--- src/rtl/memory_lookup_reader.sv ---
// rtl/memory_lookup_reader.sv - key lookup scanner over the flattened cell array
// Scans one cell per cycle; lowest matching used cell wins.
module memory_lookup_reader #(
    parameter int KEY_WIDTH   = 8,
    parameter int VALUE_WIDTH = 64,
    parameter int NUM_CELLS   = 8,
    localparam int IDX_WIDTH  = $clog2(NUM_CELLS)
) (
    input  logic                         clk,
    input  logic                         rst,
    input  logic                         req_valid,
    output logic                         req_ready,
    input  logic [KEY_WIDTH-1:0]         req_key,
    input  logic [NUM_CELLS*KEY_WIDTH-1:0]   cell_keys_in,
    input  logic [NUM_CELLS*VALUE_WIDTH-1:0] cell_values_in,
    input  logic [NUM_CELLS-1:0]         cell_used_in,
    output logic                         resp_valid,
    input  logic                         resp_ready,
    output logic                         resp_hit,
    output logic [VALUE_WIDTH-1:0]       resp_value,
    output logic [IDX_WIDTH-1:0]         resp_index,
    output logic                         busy
);

    typedef enum logic [1:0] {
        IDLE = 2'd0,
        SCAN = 2'd1,
        RESP = 2'd2
    } state_t;

    state_t                 state;
    logic [IDX_WIDTH-1:0]   idx;
    logic [KEY_WIDTH-1:0]   key_q;
    logic [KEY_WIDTH-1:0]   cur_key;
    logic [VALUE_WIDTH-1:0] cur_value;
    logic                   cur_used;
    logic                   match;
    logic                   last_cell;

    assign req_ready = (state == IDLE);

    // Cells are sampled live; only the cell under idx this cycle matters.
    always_comb begin
        cur_key   = cell_keys_in[int'(idx)*KEY_WIDTH +: KEY_WIDTH];
        cur_value = cell_values_in[int'(idx)*VALUE_WIDTH +: VALUE_WIDTH];
        cur_used  = cell_used_in[idx];
        match     = cur_used && (cur_key == key_q);
        last_cell = (idx == IDX_WIDTH'(NUM_CELLS - 1));
    end

    always_ff @(posedge clk) begin
        if (rst) begin
            state      <= IDLE;
            idx        <= '0;
            key_q      <= '0;
            resp_valid <= 1'b0;
            resp_hit   <= 1'b0;
            resp_value <= '0;
            resp_index <= '0;
            busy       <= 1'b0;
        end else begin
            case (state)
                IDLE: begin
                    if (req_valid) begin
                        key_q <= req_key;
                        busy  <= 1'b1;
                        if (req_key == '0) begin
                            // Key 0 marks an unused cell, so it can never hit.
                            state      <= RESP;
                            resp_valid <= 1'b1;
                            resp_hit   <= 1'b0;
                            resp_value <= '0;
                            resp_index <= '0;
                        end else begin
                            idx   <= '0;
                            state <= SCAN;
                        end
                    end
                end
                SCAN: begin
                    if (match) begin
                        state      <= RESP;
                        resp_valid <= 1'b1;
                        resp_hit   <= 1'b1;
                        resp_value <= cur_value;
                        resp_index <= idx;
                    end else if (last_cell) begin
                        state      <= RESP;
                        resp_valid <= 1'b1;
                        resp_hit   <= 1'b0;
                        resp_value <= '0;
                        resp_index <= '0;
                    end else begin
                        idx <= idx + 1'b1;
                    end
                end
                RESP: begin
                    if (resp_ready) begin
                        state      <= IDLE;
                        resp_valid <= 1'b0;
                        busy       <= 1'b0;
                    end
                end
                default: begin
                    state      <= IDLE;
                    resp_valid <= 1'b0;
                    busy       <= 1'b0;
                end
            endcase
        end
    end

endmodule

--- config.mk ---
export PLATFORM = sky130hd
export DESIGN_NAME = memory_lookup_reader
export DESIGN_NICKNAME = d
export VERILOG_FILES = /design/src/rtl/memory_lookup_reader.sv
export SDC_FILE = /design/constraint.sdc
export NUM_CORES = 1
export LEC_CHECK = 0
export CORE_AREA = 4 4 261 263
export DETAILED_ROUTE_END_ITERATION = 8
export DIE_AREA = 0 0 265 267
export GPL_TIMING_DRIVEN = 1
export HOLD_SLACK_MARGIN = 0.12
export PLACE_DENSITY = 0.43
export SLEW_MARGIN = 20
export SYNTH_ARGS = -nofsm -noshare
export SYNTH_HDL_FRONTEND = slang
export SYNTH_SLANG_ARGS = --single-unit
--- constraint.sdc ---
create_clock -name clk -period 2.7 [get_ports clk]
set_input_delay 0.27 -clock clk [delete_from_list [all_inputs] [get_ports clk]]
set_output_delay 0.27 -clock clk [all_outputs]
set_load 0.05 [all_outputs]
---- After elaboration in Yosys (flattened, before gate mapping) ----
Index checks and enable logic that the tools add are counted.
cells by class
  add/sub/neg operators ................... 1
  order comparisons ....................... 1
  equality and inequality tests ........... 11
  shift operators ......................... 2
  mux-type cells .......................... 36
  bitwise logic cells ..................... 1
  reduce and logical (&&, ||, !) cells .... 10
operators with widths
  operator             number
  $shiftx 512x10->64   1
  $mux 64              4
  $pmux 64 s2          1
  $shiftx 64x7->8      1
  $mux 3               8
  $pmux 3 s2           2
  $mux 1               11
  $mux 2               5
  $ne 2x2->1 const B   5
  $eq 8x8->1           1
  $logic_not 8->1      1
  $reduce_and 4->1     2
  $pmux 1 s3           2
  $pmux 2 s3           1
  $reduce_and 3->1     2
  $reduce_and 5->1     1
  $lt 3x4->1 const B   1
  $add 3x1->3 const B  1
  $bmux 1 s3           1
  $eq 3x3->1 const B   1
  $ne 3x3->1 const B   1
  $eq 2x1->1 const B   1
  $eq 2x2->1 const B   1
  $logic_not 2->1      1
  other kinds (6)      6
word-level totals
  register bits ........................... 83
  input port bits ......................... 596
  output and inout port bits .............. 71
  word-level logic and storage cells ...... 70

---- Logic depth before layout (Yosys ltp) ----
Gate-level depths: netlist of run 1.
  depth after elaboration ................. 5
  depth in mapped cells ................... 11
  gate-level depth less buffers ........... 7

---- Worst setup path before layout of run 1 ----
Ideal clock, no wire load.
  path type ............................... reg2reg
  start point ............................. register idx[0]
  end point ............................... register resp_value[25]
  setup time .............................. 134 ps
  arrival ................................. 2625 ps
  setup slack ............................. -59 ps
  stages on the path, launching flop included .. 12
  period minus slack after synthesis ...... 2759 ps
  cell sequence ........................... dfxtp_1 -> buf_6 -> buf_6 -> mux4_2 -> mux2i_1 -> xor2_1 -> nand3_1 -> or4b_4 -> a21boi_2 -> buf_6 -> buf_6 -> o22ai_1
between the ends
  longest elaborated chain between the ends .. 5
RTL lines
  element                                                    RTL line  text
  start: declaration                                         32        logic [IDX_WIDTH-1:0] idx;
  start signal: assignment                                   94        idx <= idx + 1'b1;
  $shiftx 64x7->8 or $bmux 1 s3 (tied branches)              44, 46
  $eq 8x8->1 or $mux 1 (tied branches)                       47, 46
  $logic_and 1x1->1                                          47        match = cur_used && (cur_key == key_q);
  $ne 3x3->1 (no line) or $mux 64 (tied branches)            n/a
  $reduce_and 4->1 (no line) or $pmux 64 s2 (tied branches)  n/a
  end signal: assignment                                     85        resp_value <= cur_value;
  end: declaration                                           20        output logic [VALUE_WIDTH-1:0] resp_value,
Several ways; a longest one is shown, not always the timed one. The select of a mux whose other input is x is not followed.
A chain may end at the register's enable or synchronous reset.

---- Worst setup path in the final report of run 1 ----
  start point ............................. register idx[0]
  end point ............................... register resp_value[60]
The elaborated chain is that of the path after synthesis.

==> flow_metrics.py, run 1 <==
metrics = {
    "run_status": {
        "outcome": "finished, violations left",
        "failed_checks": "setup timing",
    },
    "floorplan": {
        "io_pins": 667,
        "row_count": 94,
        "dieArea_um2": 70800,
        "coreArea_um2": 65600,
        "die_w_um": 265,
        "initial_utilization_pct": 11.2,
        "die-height_um": 267,
    },
    "pwr": {
        "p_leak_uw": 0.00551,
        "peakVddDrop_v": 0.000264,
        "power_density_nw_per_um2": 318,
    },
    "clock_tree": {
        "cts.clk_slew.worst_paths_ns": 0.07,
        "cts.sinks": 83,
        "h-tree-depth": 3,
        "hold_buffers": 0,
        "clock_path_buffers": 2,
        "insertion_delay_ns": 0.38,
        "cts_buffers": 9,
        "clk_root_buffer_cell": "clkbuf_16",
        "cts_tree": "built",
    },
    "route": {
        "vias_per_cell": 3.84,
        "wl_met3_mm": 4.48,
        "drt-initial-drc-count": 220,
        "vias": 8170,
        "dr.max_layer_used": "met5",
        "m1WireLength_mm": 17.9,
        "postRouteAntennaNets": 0,
        "wl_per_cell_um": 22.4,
        "route.met2.wl_mm": 24.2,
        "drc": 0,
        "drt-pass1-iter-count": 4,
        "wl_mm": 47.6,
    },
    "global_routing": {
        "grt_pass1_vias": 9194,
        "grt_max_degree": 74,
        "grt_first_pass_wirelength_mm": 63.5,
        "antenna_found_initial": 8,
        "grt-ovfl-total": 0,
        "grt_util_all_layers_pct": 12.3,
    },
    "place": {
        "place_congestion": 0.828,
        "place_area_um2": 15100,
        "dp.cells": 2093,
        "pre_cts_slack_ns": -0.353,
        "port_buffers": 666,
        "dp_hpwl_mm": 39.5,
    },
    "logic_synthesis": {
        "synth_common_cells": "mux4_2, dfxtp_1, mux2i_1, nand2b_1, o22ai_1",
        "synth_top_family_by_area": "multiplexers",
        "synth_top_area_share_pct": 43.9,
        "synth_edf_count": 0,
        "synthMuxAreaShare_pct": 55.2,
        "async_flop_share_pct": 0,
        "synth-xor-area-share_pct": 0.954,
        "synth_compound_area_share_pct": 7.43,
        "synth_top_flop_cell": "dfxtp_1",
        "synth-seq-area-share_pct": 22.6,
        "synth_seq_cells": 83,
        "synthAdderAreaFrac_pct": 0.341,
        "syn_nets": 1196,
        "synth_largest_area_cell": "mux4_2",
        "yosysUniqueCellTypes": 33,
        "syn-cell-area_um2": 7340,
        "syn_avg_cell_area_um2": 12.3,
        "yosys.area_share.simple_pct": 9.03,
        "synth.most_common_cell": "mux4_2",
        "ys_warn_count": 0,
        "ys_top_cells_by_area": "mux4_2, dfxtp_1, mux2i_1",
        "syn_inst": 598,
    },
    "worst_setup_path": {
        "reg2reg_from": "idx[0]$_SDFFE_PP0P_",
        "end_kind": "register",
        "ff2ff_path_depth": 11,
        "cp_max_fo": 16,
        "cp_top_family": "simple AND/OR/NAND/NOR gates",
        "path_buf_inv": 4,
        "r2r_end": "resp_value[60]$_SDFFE_PP0P_",
        "path_class": "reg2reg",
        "path_cells": "buf_8, buf_6, mux2i_1, mux4_2, xor2_1, nand4_1, or4b_4, a21boi_4, buf_4, clkbuf_16, o22ai_1",
        "cp.required_ns": 2.94,
        "crit_arrival_ns": 3.19,
        "max_stage_delay_ns": 0.61,
        "startpoint_type": "register",
        "r2r_slack_ns": -0.25,
        "slowest_stage": "or4b_4",
    },
    "timing": {
        "rsz0062_at_grt": "true",
        "final.setup.worst_slack_ns": -0.248,
        "period_share_pct": 109,
        "tns_ns": -14.76,
        "tightest_slew_ns": 0.902,
        "hold_viol_final": 0,
        "slew_viol_final": 0,
        "period_needed_ns": 2.95,
        "holdWs_ns": 0.317,
        "fmax_mhz": 339,
        "skew_ns": 0.00860,
        "max_slew_margin_pct": 39.8,
        "setup_viol": 69,
    },
    "finish": {
        "instances_no_fill": 2127,
        "syn2layout_area_growth_pct": 114,
        "drive_gt1_share_pct": 17.6,
        "stdcell_area_um2": 15700,
        "fin_nets": 1853,
    },
    "worst_hold_path": {
        "hold-path-cell-count": 2,
        "hold_path_startpoint": "rst",
        "hp-class": "in2reg",
        "whs_endpoint": "busy$_SDFFE_PP0P_",
    },
    "flow_run": {
        "drv_cap": 0,
    },
}
## flip-flops by register name (all words and copies together), names as in the netlist
| register | flops |
|---|---|
| resp_hit | 1 |
| state | 2 |
| key_q | 8 |
| resp_valid | 1 |
| resp_index | 3 |
| resp_value | 64 |
| busy | 1 |
| idx | 3 |
## through the flow
stage | utilization, % | total power, uW
5_1_grt | 23.9 | 5290
4_1_cts | 23.7 | 5060
3_5_place_dp | 23.1 | 3580
6_report | 23.9 | 4990
2_1_floorplan | - | 2370
3_3_place_gp | 23.1 | 3570
## placed cells by master, fill, tap and decap left out, types with 3 or more instances in the layout
master           count
clkbuf_16           13
buf_4               32
nand2b_1            68
dfxtp_1             81
diode_2              3
nor3_1               3
mux4_2             143
xor2_1               7
clkdlybuf4s50_1    664
mux2i_1             80
buf_12               8
nand2_1             26
a21oi_1             13
mux2i_2              3
buf_6                4
nor2_1               8
o22ai_1             67
inv_1                6
## cell families (layout without fill, tap and decap cells)
kind of cell,Yosys count,after routing
muxes,226,226
and+or+nand+nor,119,119
AOI/OAI and AO/OA,87,87
DFF,83,83
buffers and inverters,73,735
xor gates and xnor gates,8,8
adders and majority gates,2,2
other,0,3
## how the worst max path moves through the flow
| stage | from | end | slack, ns | cells after the start |
|---|---|---|---|---|
| after floorplan | idx[0]$_SDFFE_PP0P_ | resp_value[25]$_SDFFE_PP0P_ | 0.01 | 10 |
| after global placement | cell_keys_in[56] | resp_value[30]$_SDFFE_PP0P_ | -0.35 | 9 |
| after detailed placement | cell_keys_in[10] | resp_value[49]$_SDFFE_PP0P_ | -0.35 | 9 |
| after CTS | idx[0]$_SDFFE_PP0P_ | resp_value[49]$_SDFFE_PP0P_ | -0.23 | 10 |
| after global routing | idx[0]$_SDFFE_PP0P_ | resp_value[4]$_SDFFE_PP0P_ | -0.38 | 10 |
| final | idx[0]$_SDFFE_PP0P_ | resp_value[60]$_SDFFE_PP0P_ | -0.25 | 11 |
## repair_timing
item                                    CTS  global route
endpoints found under the setup margin   71            74
gates cloned                              0             4
pin swaps                                11             8
gates resized for setup                  11             6
setup buffers                             7             7
## layout make-up
| cell class | instances | area (um2) |
|---|---|---|
| fillers | 7008 | 49900 |
| repair buffers | 712 | 7180 |
| multi-input cells | 442 | 5410 |
| inverters | 7 | 28.8 |
| clock buffers | 12 | 268 |
| flip-flops and latches | 83 | 1670 |
| well taps | 864 | 1080 |
| diodes | 3 | 7.51 |
| clock inverters | 4 | 47.5 |
## where the power goes
part           switching [uW]  total (uW)  leakage (uW)  internal (uW)
logic                     804        2350       0.00469           1540
registers                28.8        1280      0.000672           1250
clock network             572        1370      0.000154            795
## per-layer routing
metal	vias up	track usage, %
li1	3751	-
met1	3986	13.9
met2	391	21.9
met3	36	4.63
met4	6	3.51
met5	-	0
## worst register-to-register path, cell delays in order, from the launching register on
cell       delay [ns]
dfxtp_4          0.39
buf_8            0.15
buf_6            0.12
mux2i_1          0.11
mux4_2           0.48
xor2_1           0.14
nand4_1          0.15
or4b_4           0.61
a21boi_4         0.20
buf_4            0.16
clkbuf_16        0.19
o22ai_1          0.10
Note: power is estimated with default switching activity, not from simulation.
==> run 2: changes to the inputs <==
--- a/config.mk
+++ b/config.mk
@@ -6,6 +6,7 @@
 export NUM_CORES = 1
 export LEC_CHECK = 0
 export CORE_AREA = 4 4 261 263
+export CTS_CLUSTER_DIAMETER = 50
 export DETAILED_ROUTE_END_ITERATION = 8
 export DIE_AREA = 0 0 265 267
 export GPL_TIMING_DRIVEN = 1
==> results of run 2 <==
Final layout, timing and power as in run 1 (identical DEF).
==> run 3: changes to the inputs <==
--- a/config.mk
+++ b/config.mk
@@ -5,13 +5,15 @@
 export SDC_FILE = /design/constraint.sdc
 export NUM_CORES = 1
 export LEC_CHECK = 0
-export CORE_AREA = 4 4 261 263
+export ABC_AREA = 1
+export CORE_AREA = 4 4 258 260
 export CTS_CLUSTER_DIAMETER = 50
 export DETAILED_ROUTE_END_ITERATION = 8
-export DIE_AREA = 0 0 265 267
+export DIE_AREA = 0 0 262 264
+export GPL_ROUTABILITY_DRIVEN = 0
 export GPL_TIMING_DRIVEN = 1
 export HOLD_SLACK_MARGIN = 0.12
-export PLACE_DENSITY = 0.43
+export PLACE_DENSITY = 0.44
 export SLEW_MARGIN = 20
 export SYNTH_ARGS = -nofsm -noshare
 export SYNTH_HDL_FRONTEND = slang
==> constraint.sdc (replaced) <==
create_clock -name clk -period 2.7 [get_ports clk]
set_input_delay 0.54 -clock clk [delete_from_list [all_inputs] [get_ports clk]]
set_output_delay 0.54 -clock clk [all_outputs]
set_load 0.05 [all_outputs]
==> run 3 against run 2 <==
  * The run now ends clean
  * Non-clock buffer count down 16
  * Combinational power grew 48%
  * Clock power fell by 7%
  * Register-to-register slack improved by 0.46 ns
  * Sequential share of layout area barely moved
  * Critical path depth increased by 4
  * Worst setup slack gained 0.46 ns
  * Clock skew increased by 0.0045 ns
  * First-iteration DRC count increased to 3.4 times the previous value
  * Routed wire length grew 29%
  * Global-route usage increased by 4.4 points
==> flow_metrics.py, run 3 <==
metrics = {
    "logic_synthesis": {
        "syn_avg_cell_area_um2": 5.82,
        "synth.most_common_cell": "nor2_1",
        "syn-cell-area_um2": 7890,
        "synth_seq_cells": 83,
        "syn_nets": 1955,
        "synth_top_area_share_pct": 21.1,
        "synth_common_cells": "nor2_1, o21ai_0, nand2_1, o221ai_1, clkbuf_1",
        "syn_inst": 1357,
        "ys_top_cells_by_area": "dfxtp_1, o21ai_0, nor2_1",
        "synth_largest_area_cell": "dfxtp_1",
        "synth-seq-area-share_pct": 21.1,
        "yosysUniqueCellTypes": 27,
        "async_flop_share_pct": 0,
        "synth_edf_count": 0,
        "synth_top_flop_cell": "dfxtp_1",
        "ys_warn_count": 0,
    },
    "pwr": {
        "power.switching_uw": 2680,
        "switching_share_pct": 44.2,
        "comb_power_share_pct": 57.3,
        "peakVddDrop_v": 0.000309,
        "p_clk_share_pct": 20.9,
        "power_density_nw_per_um2": 385,
        "internal-power_uw": 3390,
        "p_leak_uw": 0.00542,
        "power.total_uw": 6070,
        "seqPwrFrac_pct": 21.8,
    },
    "timing": {
        "slew_viol_final": 0,
        "max_slew_margin_pct": 52.9,
        "final.setup.worst_slack_ns": 0.215,
        "tns_ns": 0,
        "period_needed_ns": 2.49,
        "hold_viol_final": 0,
        "tightest_slew_ns": 0.707,
        "period_share_pct": 92.0,
        "rsz0062_at_grt": "false",
        "skew_ns": 0.0131,
        "fmax_mhz": 402,
        "setup_viol": 0,
    },
    "clock_tree": {
        "h-tree-depth": 3,
        "cts.sinks": 83,
        "cts.clk_slew.worst_paths_ns": 0.07,
        "hold_buffers": 0,
        "clock_path_buffers": 2,
        "cts_buffers": 9,
        "clk_root_buffer_cell": "clkbuf_16",
        "insertion_delay_ns": 0.38,
        "cts_tree": "built",
    },
    "route": {
        "drt-initial-drc-count": 739,
        "vias_per_cell": 4.48,
        "postRouteAntennaNets": 0,
        "wl_per_cell_um": 22.1,
        "drc": 0,
        "vias": 12459,
        "drt-pass1-iter-count": 5,
        "wl_mm": 61.6,
    },
    "finish": {
        "fin_nets": 2518,
        "drive_gt1_share_pct": 3.22,
        "layout.cells.most_common": "clkdlybuf4s50_1",
        "largestRegisters": "resp_value x64, key_q x8",
        "multi_input_comb_area_um2": 5420,
        "layout_common_cells": "clkdlybuf4s50_1, nor2_1, o21ai_0, nand2_1, o221ai_1",
        "syn2layout_area_growth_pct": 99.4,
        "seq_area_um2": 1670,
        "fillers": 7112,
        "top_register": "resp_value",
        "largest_reg_flops": 64,
    },
    "global_routing": {
        "grt_max_degree": 122,
        "grt_pass1_vias": 12671,
        "grt_util_all_layers_pct": 16.7,
        "grt_first_pass_wirelength_mm": 86.3,
        "antenna_found_initial": 17,
        "grt-ovfl-total": 0,
    },
    "place": {
        "dp_hpwl_mm": 47.6,
        "port_buffers": 666,
        "pre_cts_slack_ns": -0.195,
    },
    "floorplan": {
        "row_count": 93,
        "initial_utilization_pct": 12.3,
        "die-height_um": 264,
        "io_pins": 667,
        "coreArea_um2": 64100,
        "dieArea_um2": 69200,
        "die_w_um": 262,
    },
    "worst_setup_path": {
        "path_class": "reg2reg",
        "end_kind": "register",
        "crit_arrival_ns": 2.76,
        "path_buf_inv": 2,
        "cp_max_fo": 28,
        "path_common_cell": "nand2_1",
        "max_stage_delay_ns": 0.47,
        "slowest_stage": "dfxtp_4",
        "path_cells": "buf_12, nand2_1, nand3_1, nand3_1, nand3_1, nand2_1, nor2_1, nand3_2, o21bai_2, buf_4, nand2_1, nand2_1, nand2_1, nand2_1, nor2_1",
        "startpoint_type": "register",
        "cp_top_family": "simple AND/OR/NAND/NOR gates",
        "cp.required_ns": 2.98,
    },
    "run_status": {
        "outcome": "finished clean",
    },
    "worst_hold_path": {
        "hp-class": "reg2reg",
    },
    "flow_run": {
        "drv_cap": 0,
    },
}
## run 3: layout make-up
class | count | share of cell area (%)
sequential | 83 | 10.6
antenna | 4 | 0.0636
inverter | 55 | 1.44
tap | 855 | 6.80
multi-input combinational | 1075 | 34.4
clock inverter | 7 | 0.326
timing repair buffer | 696 | 44.9
clock buffer | 9 | 1.43
## run 3: path summary, 6_finish.rpt
check	start	end	slack [ns]	cells past startpoint
max	idx[0]$_SDFFE_PP0P_	idx[1]$_SDFFE_PP0P_	0.21	15
min	resp_value[6]$_SDFFE_PP0P_	resp_value[6]$_SDFFE_PP0P_	0.46	2
max reg2reg	idx[0]$_SDFFE_PP0P_	idx[1]$_SDFFE_PP0P_	0.21	15
min reg2reg	resp_value[6]$_SDFFE_PP0P_	resp_value[6]$_SDFFE_PP0P_	0.46	2
## run 3: per-stage QoR
| step | utilization (%) | instances | hold slack (ns) | area, um2 |
|---|---|---|---|---|
| detailed placement | 24.1 | 2764 | 0.452 | 15400 |
| global route | 24.5 | 2783 | 0.474 | 15700 |
| finish | 24.5 | 2784 | 0.462 | 15700 |
| CTS | 24.5 | 2780 | 0.464 | 15700 |
| global placement | 24.1 | 2764 | 0.450 | 15400 |
| floorplan | - | 1357 | 0.444 | 7890 |
## run 3: cells by family (layout without fill, tap and decap cells)
kind of cell | after synthesis | after routing | share of synthesized area (%)
other | 0 | 4 | 0
AO/OA/AOI/OAI | 486 | 486 | 37.0
AND/OR/NAND/NOR | 587 | 587 | 31.1
flip-flops | 83 | 83 | 21.1
adder cells (fa/ha/maj) | 2 | 2 | 0.317
buffers and inverters | 199 | 767 | 10.5
## run 3: per-layer routing
metal  vias up  track usage, %  share of wire [%]
met4        12            5.25                2.5
met1      5836            19.5                 40
met2       591            29.2                 48
met5         -               0               0.12
li1       5949               -                  -
met3        71            5.11                9.3
## run 3: what timing repair did
action	4_1_cts	5_1_grt
setup buffers	0	0
endpoints found under the setup margin	0	3
gates resized for setup	0	3
## run 3: power by group through the flow
stage                     clock network (uW)  registers [uW]  logic [uW]
after floorplan                            0            1320        1730
after CTS                               1370            1320        3510
final                                   1270            1320        3480
after global routing                    1390            1330        3800
after detailed placement                   0            1350        3490
after global placement                     0            1350        3480
## run 3: worst reg2reg max path: stages (launching register included)
cell and delay (ns):
dfxtp_4 0.47, buf_12 0.20, nand2_1 0.09, nand3_1 0.21
nand3_1 0.14, nand3_1 0.09, nand2_1 0.05, nor2_1 0.18
nand3_2 0.16, o21bai_2 0.21, buf_4 0.14, nand2_1 0.07
nand2_1 0.16, nand2_1 0.08, nand2_1 0.09, nor2_1 0.04
